$ cat config.mk
export PLATFORM = sky130hd
export DESIGN_NAME = uio_par_tx
export DESIGN_NICKNAME = d
export VERILOG_FILES = /design/src/rtl/uio_tx_pkg.sv /design/src/rtl/uio_tx_fifo.sv /design/src/rtl/uio_par_tx.sv
export SDC_FILE = /design/constraint.sdc
export NUM_CORES = 1
export LEC_CHECK = 0
export BUFFER_PORTS_ARGS = -buffer_cell sky130_fd_sc_hd__buf_2
export CAP_MARGIN = 40
export CORE_UTILIZATION = 53
export DETAILED_ROUTE_END_ITERATION = 10
export GPL_TIMING_DRIVEN = 0
export MAX_ROUTING_LAYER = met4
export PLACE_DENSITY = 0.73
export RECOVER_POWER = 100
export SLEW_MARGIN = 20
export SYNTH_ARGS = -nofsm -noshare
export SYNTH_HDL_FRONTEND = slang
export SYNTH_SLANG_ARGS = --single-unit
$ cat constraint.sdc
create_clock -name clk -period 2.75 [get_ports clk]
set_clock_uncertainty 0.1 [all_clocks]
set_input_delay 0.1375 -clock clk [delete_from_list [all_inputs] [get_ports clk]]
set_output_delay 0.1375 -clock clk [all_outputs]
set_load 0.1 [all_outputs]
$ cat src/rtl/uio_tx_pkg.sv
// rtl/uio_tx_pkg.sv - shared state encoding and bus constants for the uio parallel transmitter
package uio_tx_pkg;

  typedef enum logic [2:0] {
    ST_IDLE    = 3'd0,
    ST_SETUP   = 3'd1,
    ST_STROBE  = 3'd2,
    ST_RELEASE = 3'd3,
    ST_ABORT   = 3'd4
  } tx_state_e;

  localparam logic [7:0] BUS_RELEASE = 8'h00;
  localparam logic [7:0] BUS_DRIVE   = 8'hFF;

  // Saturating increment for the per-state cycle counter
  function automatic logic [7:0] cnt_inc(input logic [7:0] c);
    return (c == 8'hFF) ? c : c + 8'd1;
  endfunction

endpackage

$ cat src/rtl/uio_tx_fifo.sv
// rtl/uio_tx_fifo.sv - DEPTH x 8 synchronous byte FIFO feeding the transmitter
module uio_tx_fifo #(
  parameter int DEPTH = 4
) (
  input  logic       clk,
  input  logic       rst_n,
  input  logic       push_i,
  input  logic [7:0] wdata_i,
  input  logic       pop_i,
  output logic [7:0] rdata_o,
  output logic       full_o,
  output logic       empty_o
);

  localparam int AW = $clog2(DEPTH);
  localparam logic [AW:0] PTR_ONE = (AW + 1)'(1);

  logic [7:0]  mem_q [DEPTH];
  logic [AW:0] wptr_q, wptr_d;
  logic [AW:0] rptr_q, rptr_d;
  logic        do_push;
  logic        do_pop;

  // Pointers carry one extra wrap bit so full and empty are distinguishable
  assign empty_o = (wptr_q == rptr_q);
  assign full_o  = (wptr_q[AW] != rptr_q[AW]) && (wptr_q[AW-1:0] == rptr_q[AW-1:0]);
  assign rdata_o = mem_q[rptr_q[AW-1:0]];

  // A push while full is accepted only when the head leaves in the same cycle
  assign do_pop  = pop_i && !empty_o;
  assign do_push = push_i && (!full_o || do_pop);
  assign wptr_d  = do_push ? (wptr_q + PTR_ONE) : wptr_q;
  assign rptr_d  = do_pop  ? (rptr_q + PTR_ONE) : rptr_q;

  // Pointer and storage update; reset discards all queued bytes
  always_ff @(posedge clk or negedge rst_n) begin
    if (!rst_n) begin
      wptr_q <= '0;
      rptr_q <= '0;
      for (int i = 0; i < DEPTH; i++) begin
        mem_q[i] <= 8'h00;
      end
    end else begin
      wptr_q <= wptr_d;
      rptr_q <= rptr_d;
      if (do_push) begin
        mem_q[wptr_q[AW-1:0]] <= wdata_i;
      end
    end
  end

endmodule

$ cat src/rtl/uio_par_tx.sv
// rtl/uio_par_tx.sv - four-phase strobe/ack byte transmitter driving the uio pad bus
module uio_par_tx
  import uio_tx_pkg::*;
#(
  parameter int DEPTH   = 4,
  parameter int SETUP   = 2,
  parameter int TIMEOUT = 255
) (
  input  logic       clk,
  input  logic       rst_n,
  input  logic [7:0] data_i,
  input  logic       valid_i,
  output logic       ready_o,
  output logic [7:0] uio_out,
  output logic [7:0] uio_oe,
  output logic       stb_o,
  input  logic       ack_i,
  output logic       busy_o,
  output logic       err_o,
  input  logic       err_clr_i,
  output logic [7:0] tx_count_o
);

  localparam logic [7:0] SETUP_C   = 8'(SETUP);
  localparam logic [7:0] TIMEOUT_C = 8'(TIMEOUT);

  tx_state_e  state_q;
  logic [7:0] cnt_q;
  logic [7:0] cnt_d;
  logic [7:0] uio_out_q;
  logic [7:0] uio_oe_q;
  logic       stb_q;
  logic       err_q;
  logic [7:0] tx_count_q;
  logic       ack_meta_q;
  logic       ack_s_q;

  logic       fifo_push;
  logic       fifo_pop;
  logic [7:0] fifo_rdata;
  logic       fifo_full;
  logic       fifo_empty;

  assign fifo_push = valid_i && ready_o;
  // A stale ack left high by the receiver must clear before a new byte is offered
  assign fifo_pop  = (state_q == ST_IDLE) && !fifo_empty && !ack_s_q;
  assign cnt_d     = cnt_inc(cnt_q);

  uio_tx_fifo #(
    .DEPTH (DEPTH)
  ) u_fifo (
    .clk     (clk),
    .rst_n   (rst_n),
    .push_i  (fifo_push),
    .wdata_i (data_i),
    .pop_i   (fifo_pop),
    .rdata_o (fifo_rdata),
    .full_o  (fifo_full),
    .empty_o (fifo_empty)
  );

  // Two-flop synchroniser for the asynchronous receiver acknowledge
  always_ff @(posedge clk or negedge rst_n) begin
    if (!rst_n) begin
      ack_meta_q <= 1'b0;
      ack_s_q    <= 1'b0;
    end else begin
      ack_meta_q <= ack_i;
      ack_s_q    <= ack_meta_q;
    end
  end

  // Handshake FSM with registered pad outputs; uio_out_q doubles as the data register
  always_ff @(posedge clk or negedge rst_n) begin
    if (!rst_n) begin
      state_q    <= ST_IDLE;
      cnt_q      <= 8'h00;
      uio_out_q  <= BUS_RELEASE;
      uio_oe_q   <= BUS_RELEASE;
      stb_q      <= 1'b0;
      err_q      <= 1'b0;
      tx_count_q <= 8'h00;
    end else begin
      // Clear first so a timeout in the same cycle overrides it
      if (err_clr_i) begin
        err_q <= 1'b0;
      end
      case (state_q)
        ST_IDLE: begin
          if (fifo_pop) begin
            uio_out_q <= fifo_rdata;
            uio_oe_q  <= BUS_DRIVE;
            cnt_q     <= 8'h00;
            state_q   <= ST_SETUP;
          end
        end
        ST_SETUP: begin
          if (cnt_d == SETUP_C) begin
            stb_q   <= 1'b1;
            cnt_q   <= 8'h00;
            state_q <= ST_STROBE;
          end else begin
            cnt_q <= cnt_d;
          end
        end
        ST_STROBE: begin
          if (ack_s_q) begin
            stb_q   <= 1'b0;
            cnt_q   <= 8'h00;
            state_q <= ST_RELEASE;
          end else if (cnt_d == TIMEOUT_C) begin
            err_q     <= 1'b1;
            stb_q     <= 1'b0;
            uio_oe_q  <= BUS_RELEASE;
            uio_out_q <= BUS_RELEASE;
            cnt_q     <= 8'h00;
            state_q   <= ST_ABORT;
          end else begin
            cnt_q <= cnt_d;
          end
        end
        ST_RELEASE: begin
          if (!ack_s_q) begin
            tx_count_q <= tx_count_q + 8'd1;
            uio_oe_q   <= BUS_RELEASE;
            uio_out_q  <= BUS_RELEASE;
            cnt_q      <= 8'h00;
            state_q    <= ST_IDLE;
          end else if (cnt_d == TIMEOUT_C) begin
            err_q     <= 1'b1;
            uio_oe_q  <= BUS_RELEASE;
            uio_out_q <= BUS_RELEASE;
            cnt_q     <= 8'h00;
            state_q   <= ST_ABORT;
          end else begin
            cnt_q <= cnt_d;
          end
        end
        ST_ABORT: begin
          cnt_q   <= 8'h00;
          state_q <= ST_IDLE;
        end
        default: begin
          stb_q     <= 1'b0;
          uio_oe_q  <= BUS_RELEASE;
          uio_out_q <= BUS_RELEASE;
          cnt_q     <= 8'h00;
          state_q   <= ST_IDLE;
        end
      endcase
    end
  end

  assign ready_o    = !fifo_full;
  assign busy_o     = (state_q != ST_IDLE) || !fifo_empty;
  assign uio_out    = uio_out_q;
  assign uio_oe     = uio_oe_q;
  assign stb_o      = stb_q;
  assign err_o      = err_q;
  assign tx_count_o = tx_count_q;

endmodule

==> flow_metrics.py, run 1 <==
metrics = {
    "worst_setup_path": {
        "path_max_fanout": 10,
        "end_kind": "flip-flop",
        "worst-setup-path-type": "flip-flop to flip-flop",
        "crit_arrival_ps": 2800,
        "cp-start-kind": "flip-flop",
        "critPathRequiredTime_ps": 2890,
    },
    "floorplan": {
        "ios": 41,
        "die_width_um": 85.2,
        "die_h_um": 85.2,
        "dieArea_mm2": 0.00726,
        "core_mm2": 0.00653,
        "rows": 29,
        "initial_core_util_pct": 56.2,
    },
    "sta": {
        "period_needed_ps": 2660,
        "rsz0062_at_grt": "no",
        "tightest_slew_ps": 1180,
        "slew_headroom_pct": 21.1,
        "finalWorstSetupSlack_ps": 89.3,
        "min_period_over_period_pct": 96.8,
        "hold_violations": 0,
        "maxSlewViolCount": 0,
        "hold-worst-slack_ps": 263,
        "max_freq_ghz": 0.376,
        "setup_viol": 0,
    },
    "cells_and_area": {
        "multiInputGateArea_mm2": 0.00165,
        "postLayoutCellArea_mm2": 0.00424,
        "syn_to_final_growth_pct": 15.6,
        "register_area_mm2": 0.00193,
        "antennaDiodeCount": 0,
        "final_nets": 386,
        "drive_gt1_share_pct": 24.0,
        "fill_cells": 554,
    },
    "yosys": {
        "ys.flop_type": "dfrtp_1",
        "netlist_area_mm2": 0.00367,
        "ys_warn_count": 0,
        "netlist_instances": 302,
        "synth_seq_cells": 77,
        "synth_edf_count": 0,
        "yosysUniqueCellTypes": 45,
        "synth_fp_nets": 322,
        "synth_seq_area_share_pct": 52.5,
        "syn_avg_cell_area_um2": 12.1,
        "async_flop_share_pct": 100,
    },
    "place": {
        "dp_hpwl_mm": 4.69,
        "gp_congestion": 0.868,
        "placed_cell_area_mm2": 0.00400,
        "dp_slack_ps": -74.6,
        "io_buffers": 40,
    },
    "global_route": {
        "grtUsageTotal_pct": 21.9,
        "busiest_layer": "met2",
        "grt-ovfl-total": 0,
        "grtUsageMet1_pct": 29.2,
        "grtUsageMet3_pct": 3.89,
        "grt_pass1_wl_mm": 11.8,
        "grtUsageMet2_pct": 33.2,
        "grt_max_degree": 56,
        "grt_pass1_vias": 2476,
        "antenna_found_initial": 0,
    },
    "outcome": {
        "outcome": "complete, no violations",
    },
    "drt": {
        "ant_nets": 0,
        "wl_per_cell_um": 15.6,
        "vias_per_cell": 5.64,
        "firstDrtPassIters": 4,
        "drtIter0Drc": 90,
        "drc_errors": 0,
        "wl_mm": 7.01,
        "vias": 2526,
    },
    "clock_tree": {
        "cts_buffer_depth": 2,
        "cts_made_buffers": 9,
        "htreeDepth": 3,
        "cts_tree": "built",
        "clkLatencyLatePin_ps": 350,
        "root_buffer": "clkbuf_8",
        "clk_pin_slew_ps": 80,
        "cts_sinks": 77,
    },
    "worst_hold_path": {
        "min-delay-path-class": "flip-flop to flip-flop",
    },
    "power": {
        "leakagePower_nw": 1.90,
        "ir_drop_uv": 612,
        "power_per_cell_area_mw_per_mm2": 1280,
        "total_power_w": 0.00542,
    },
    "run": {
        "drv_cap": 0,
    },
}
[cells by family (layout without fill, tap and decap cells)]
group,count (synthesis),after routing,share of synthesized area (%)
muxes,46,46,16.5
buffers and inverters,22,91,2.90
adders and majority gates,7,7,2.39
DFF,77,77,52.5
and+or+nand+nor,81,81,11.1
xor gates and xnor gates,15,15,3.58
AOI/OAI and AO/OA,54,54,10.9
[power breakdown]
group | internal (W) | switching [W]
Clock | 0.000353 | 0.000421
Combinational | 0.000930 | 0.00185
Sequential | 0.00158 | 0.000283
[routing by layer]
metal / wire length (um) / up-vias
met1: 3410 / 1266
met4: 101 / 0
met2: 3340 / 31
met3: 153 / 10
met5: 0 / -
li1: - / 1219
[final timing paths]
path                       startpoint          to  slack [ps]  cells past startpoint
setup / recovery             cnt_q[0]  uio_out[5]          90                      9
hold / removal             ack_meta_q     ack_s_q         260                      0
setup reg to reg             cnt_q[0]  uio_out[5]          90                      9
hold reg to reg            ack_meta_q     ack_s_q         260                      0
max in group asynchronous       rst_n   uio_oe[4]         650                      3
min in group asynchronous       rst_n    cnt_q[0]         440                      2
[final cells by class]
cell class	count	area share [%]
clock inverter	5	0.796
multi-input combinational	203	38.9
sequential	77	45.4
clock buffer	11	3.33
inverter	7	0.619
buffer	15	1.89
timing repair buffer	53	6.78
tap	77	2.27
[placed cells by master (no fill, tap or decap), types with 2 or more instances in the layout]
cell type / count
a22oi_1: 2
clkbuf_8: 10
a21oi_1: 14
nor2b_1: 3
buf_2: 16
a21o_1: 8
mux2i_1: 3
o31ai_1: 4
nand2b_1: 5
xor2_1: 5
clkinvlp_4: 2
clkbuf_2: 4
and3_1: 6
nor3_1: 6
o311ai_0: 2
dfrtp_1: 77
and2_0: 2
nor2_1: 15
inv_1: 7
dlygate4sd3_1: 11
nand4_1: 4
or3_1: 2
and4_1: 2
mux4_2: 8
clkbuf_1: 34
a22o_1: 10
nand3_1: 7
o21ai_0: 4
ha_1: 7
nand2_1: 22
xnor2_1: 10
buf_6: 2
clkinv_2: 2
mux2_2: 34
[per-stage QoR]
| step | std cells | util (%) | setup TNS [ps] |
|---|---|---|---|
| floorplan | 302 | - | 0 |
| global placement | 419 | 60.7 | -50.8 |
| detailed placement | 420 | 61.2 | -204 |
| CTS | 448 | 65.8 | 0 |
| global route | 448 | 64.9 | 0 |
| finish | 448 | 64.9 | 0 |
[sequential cells by signal (all words and copies together) (netlist names)]
register,count
u_fifo.mem_q,32
cnt_q,8
tx_count_o,8
uio_oe,8
uio_out,8
state_q,3
u_fifo.rptr_q,3
u_fifo.wptr_q,3
ack_meta_q,1
ack_s_q,1
err_o,1
stb_o,1
[synthesized netlist by cell type, types with 5 or more instances]
library cell	instances	area (um^2)
a21o_1	8	60.1
nand3_1	7	35.0
nor2_1	15	56.3
and3_1	6	37.5
inv_1	7	26.3
nand2_1	23	86.3
ha_1	7	87.6
mux4_2	8	180
clkbuf_1	5	18.8
mux2_2	34	383
dfrtp_1	77	1930
nor3_1	6	30.0
buf_2	7	35.0
nand2b_1	5	31.3
xnor2_1	10	87.6
xor2_1	5	43.8
a21oi_1	14	70.1
a22o_1	10	87.6
[critical path, cell delays in order (launching register included)]
cell and delay [ps]:
dfrtp_1 440, ha_1 190, buf_2 210, o211ai_2 90, a311o_1 360, a211oi_4 250, nand2_4 110, a211o_2 400
buf_6 170, a22o_1 220
[repair_timing]
item	in CTS	in global routing
endpoints found under the hold margin	111	0
gates resized for setup	1	4
hold buffers	11	0
endpoints found under the setup margin	10	42
buffers inserted	1	0
pin swaps	1	0
Note: power is estimated with default switching activity, not from simulation.
==> run 2: changes to the inputs <==
--- a/config.mk
+++ b/config.mk
@@ -8,6 +8,7 @@
 export BUFFER_PORTS_ARGS = -buffer_cell sky130_fd_sc_hd__buf_2
 export CAP_MARGIN = 40
 export CORE_UTILIZATION = 53
+export CTS_BUF_LIST = sky130_fd_sc_hd__clkbuf_4
 export DETAILED_ROUTE_END_ITERATION = 10
 export GPL_TIMING_DRIVEN = 0
 export MAX_ROUTING_LAYER = met4
==> flow_metrics.py, run 2 (synthesis gave the netlist of run 1 again) <==
metrics = {
    "clock_tree": {
        "cts_buffer_depth": 2,
        "clk_pin_slew_ps": 120,
        "htreeDepth": 3,
        "cts_made_buffers": 9,
        "cts_tree": "built",
        "clkLatencyLatePin_ps": 400,
        "cts_sinks": 77,
        "root_buffer": "clkbuf_4",
    },
    "global_route": {
        "grt_pass1_vias": 2480,
        "grt-ovfl-total": 0,
        "grtUsageMet3_pct": 4.38,
        "antenna_found_initial": 0,
        "busiest_layer": "met2",
        "grt_pass1_wl_mm": 11.7,
        "grtUsageMet2_pct": 33.0,
        "grtUsageTotal_pct": 21.7,
        "grtUsageMet1_pct": 29.2,
        "grt_max_degree": 56,
    },
    "drt": {
        "drc_errors": 0,
        "drtIter0Drc": 108,
        "vias": 2542,
        "wl_per_cell_um": 15.7,
        "ant_nets": 0,
        "firstDrtPassIters": 4,
        "vias_per_cell": 5.67,
        "wl_mm": 7.02,
    },
    "place": {
        "dp_hpwl_mm": 4.69,
        "dpl.cell_count": 420,
        "gp_congestion": 0.868,
        "io_buffers": 40,
    },
    "cells_and_area": {
        "layout.cells.non_filler": 448,
        "final_nets": 386,
        "antennaDiodeCount": 0,
        "largest_register_ffs": 32,
        "utilization_pct": 64.0,
        "layout_common_cells": "76 x dfrtp_1, 34 x mux2_2, 33 x clkbuf_1",
        "final_common_cell": "dfrtp_1",
        "drive_gt1_share_pct": 24.3,
        "syn_to_final_growth_pct": 13.9,
        "top_register": "u_fifo.mem_q",
    },
    "worst_setup_path": {
        "cp_slowest_cell": "dfrtp_1",
        "r2r_setup_slack_ps": 100,
        "worstPathCellList": "ha_1 -> buf_2 -> o211ai_2 -> a311o_1 -> a211oi_4 -> nand2_4 -> a211o_2 -> buf_6 -> a22o_1",
        "r2r-end": "uio_out[5]",
        "reg2reg_depth": 9,
        "end_kind": "flip-flop",
        "path_max_fanout": 10,
        "crit_arrival_ps": 2850,
        "slowest_delay_ps": 450,
        "cp-start-kind": "flip-flop",
        "critPathRequiredTime_ps": 2950,
        "worst-setup-path-type": "flip-flop to flip-flop",
        "worstReg2RegStart": "cnt_q[1]",
        "crit_start": "cnt_q[1]",
        "crit_end": "uio_out[5]",
    },
    "floorplan": {
        "die_width_um": 85.2,
        "core_mm2": 0.00653,
        "ios": 41,
        "initial_core_util_pct": 56.2,
        "rows": 29,
        "die_h_um": 85.2,
        "dieArea_mm2": 0.00726,
    },
    "power": {
        "power_per_cell_area_mw_per_mm2": 1250,
        "leakagePower_nw": 1.87,
        "ir_drop_uv": 683,
    },
    "sta": {
        "maxSlewViolCount": 0,
        "hold_violations": 0,
        "rsz0062_at_grt": "no",
        "tns_ps": 0,
        "setup_viol": 0,
        "slew_headroom_pct": 21.0,
        "min_period_over_period_pct": 96.4,
        "hold-worst-slack_ps": 239,
        "period_needed_ps": 2650,
        "max_freq_ghz": 0.377,
        "tightest_slew_ps": 1180,
    },
    "outcome": {
        "outcome": "complete, no violations",
    },
    "run": {
        "drv_cap": 0,
    },
    "worst_hold_path": {
        "min-delay-path-class": "input pin to flip-flop",
    },
}
-- run 2: critical path: cells and delay by family, from the launching register on --
family,cells,cell delay (ps)
buffers and inverters,2,380
and+or+nand+nor,1,110
AOI/OAI and AO/OA,5,1320
adders and majority gates,1,180
DFF,1,450
-- run 2: repair_timing --
action	in CTS	in global routing
gates resized for setup	1	5
hold buffers	11	0
pin swaps	1	0
setup buffers	1	0
endpoints found under the setup margin	10	42
hold endpoints to repair	111	0
-- run 2: layer usage --
layer  up-vias  routed length, um  part of all wire, %
li1       1223                  -                    -
met1      1275               3430                   49
met2        36               3330                   47
met3         8                165                  2.4
met4         0                 89                  1.3
met5         -                  0                    0
-- run 2: layout make-up --
class                           instances  area [um^2]
Buffer                                 15         80.1
Clock buffer                           10         75.1
Clock inverter                          6         37.5
Fill cell                             563         2350
Inverter                                7         26.3
Multi-Input combinational cell        203         1650
Sequential cell                        77         1930
Tap cell                               77         96.3
Timing Repair Buffer                   53          288
-- run 2: worst min-delay path by stage --
stage                       start  depth (start not counted)                to
after floorplan             rst_n                          0        ack_meta_q
after global placement      ack_i                          1        ack_meta_q
after detailed placement    rst_n                          1          cnt_q[0]
after CTS                   rst_n                          2          cnt_q[0]
after global routing        ack_i                          2        ack_meta_q
final                     valid_i                          4  u_fifo.wptr_q[0]
-- run 2: through the flow --
stage                     setup slack [ps]  instance area, um^2  power [W]
final                                 98.0                 4180    0.00523
after global placement               -50.8                 3970    0.00461
after detailed placement             -74.6                 4000    0.00469
after global routing                  14.4                 4180    0.00553
after CTS                             17.9                 4240    0.00530
after floorplan                        201                 3670    0.00416
-- run 2: power by group --
part           internal [W]  switching, W
registers           0.00158      0.000283
logic              0.000930       0.00185
clock network      0.000193      0.000391
total               0.00270       0.00252
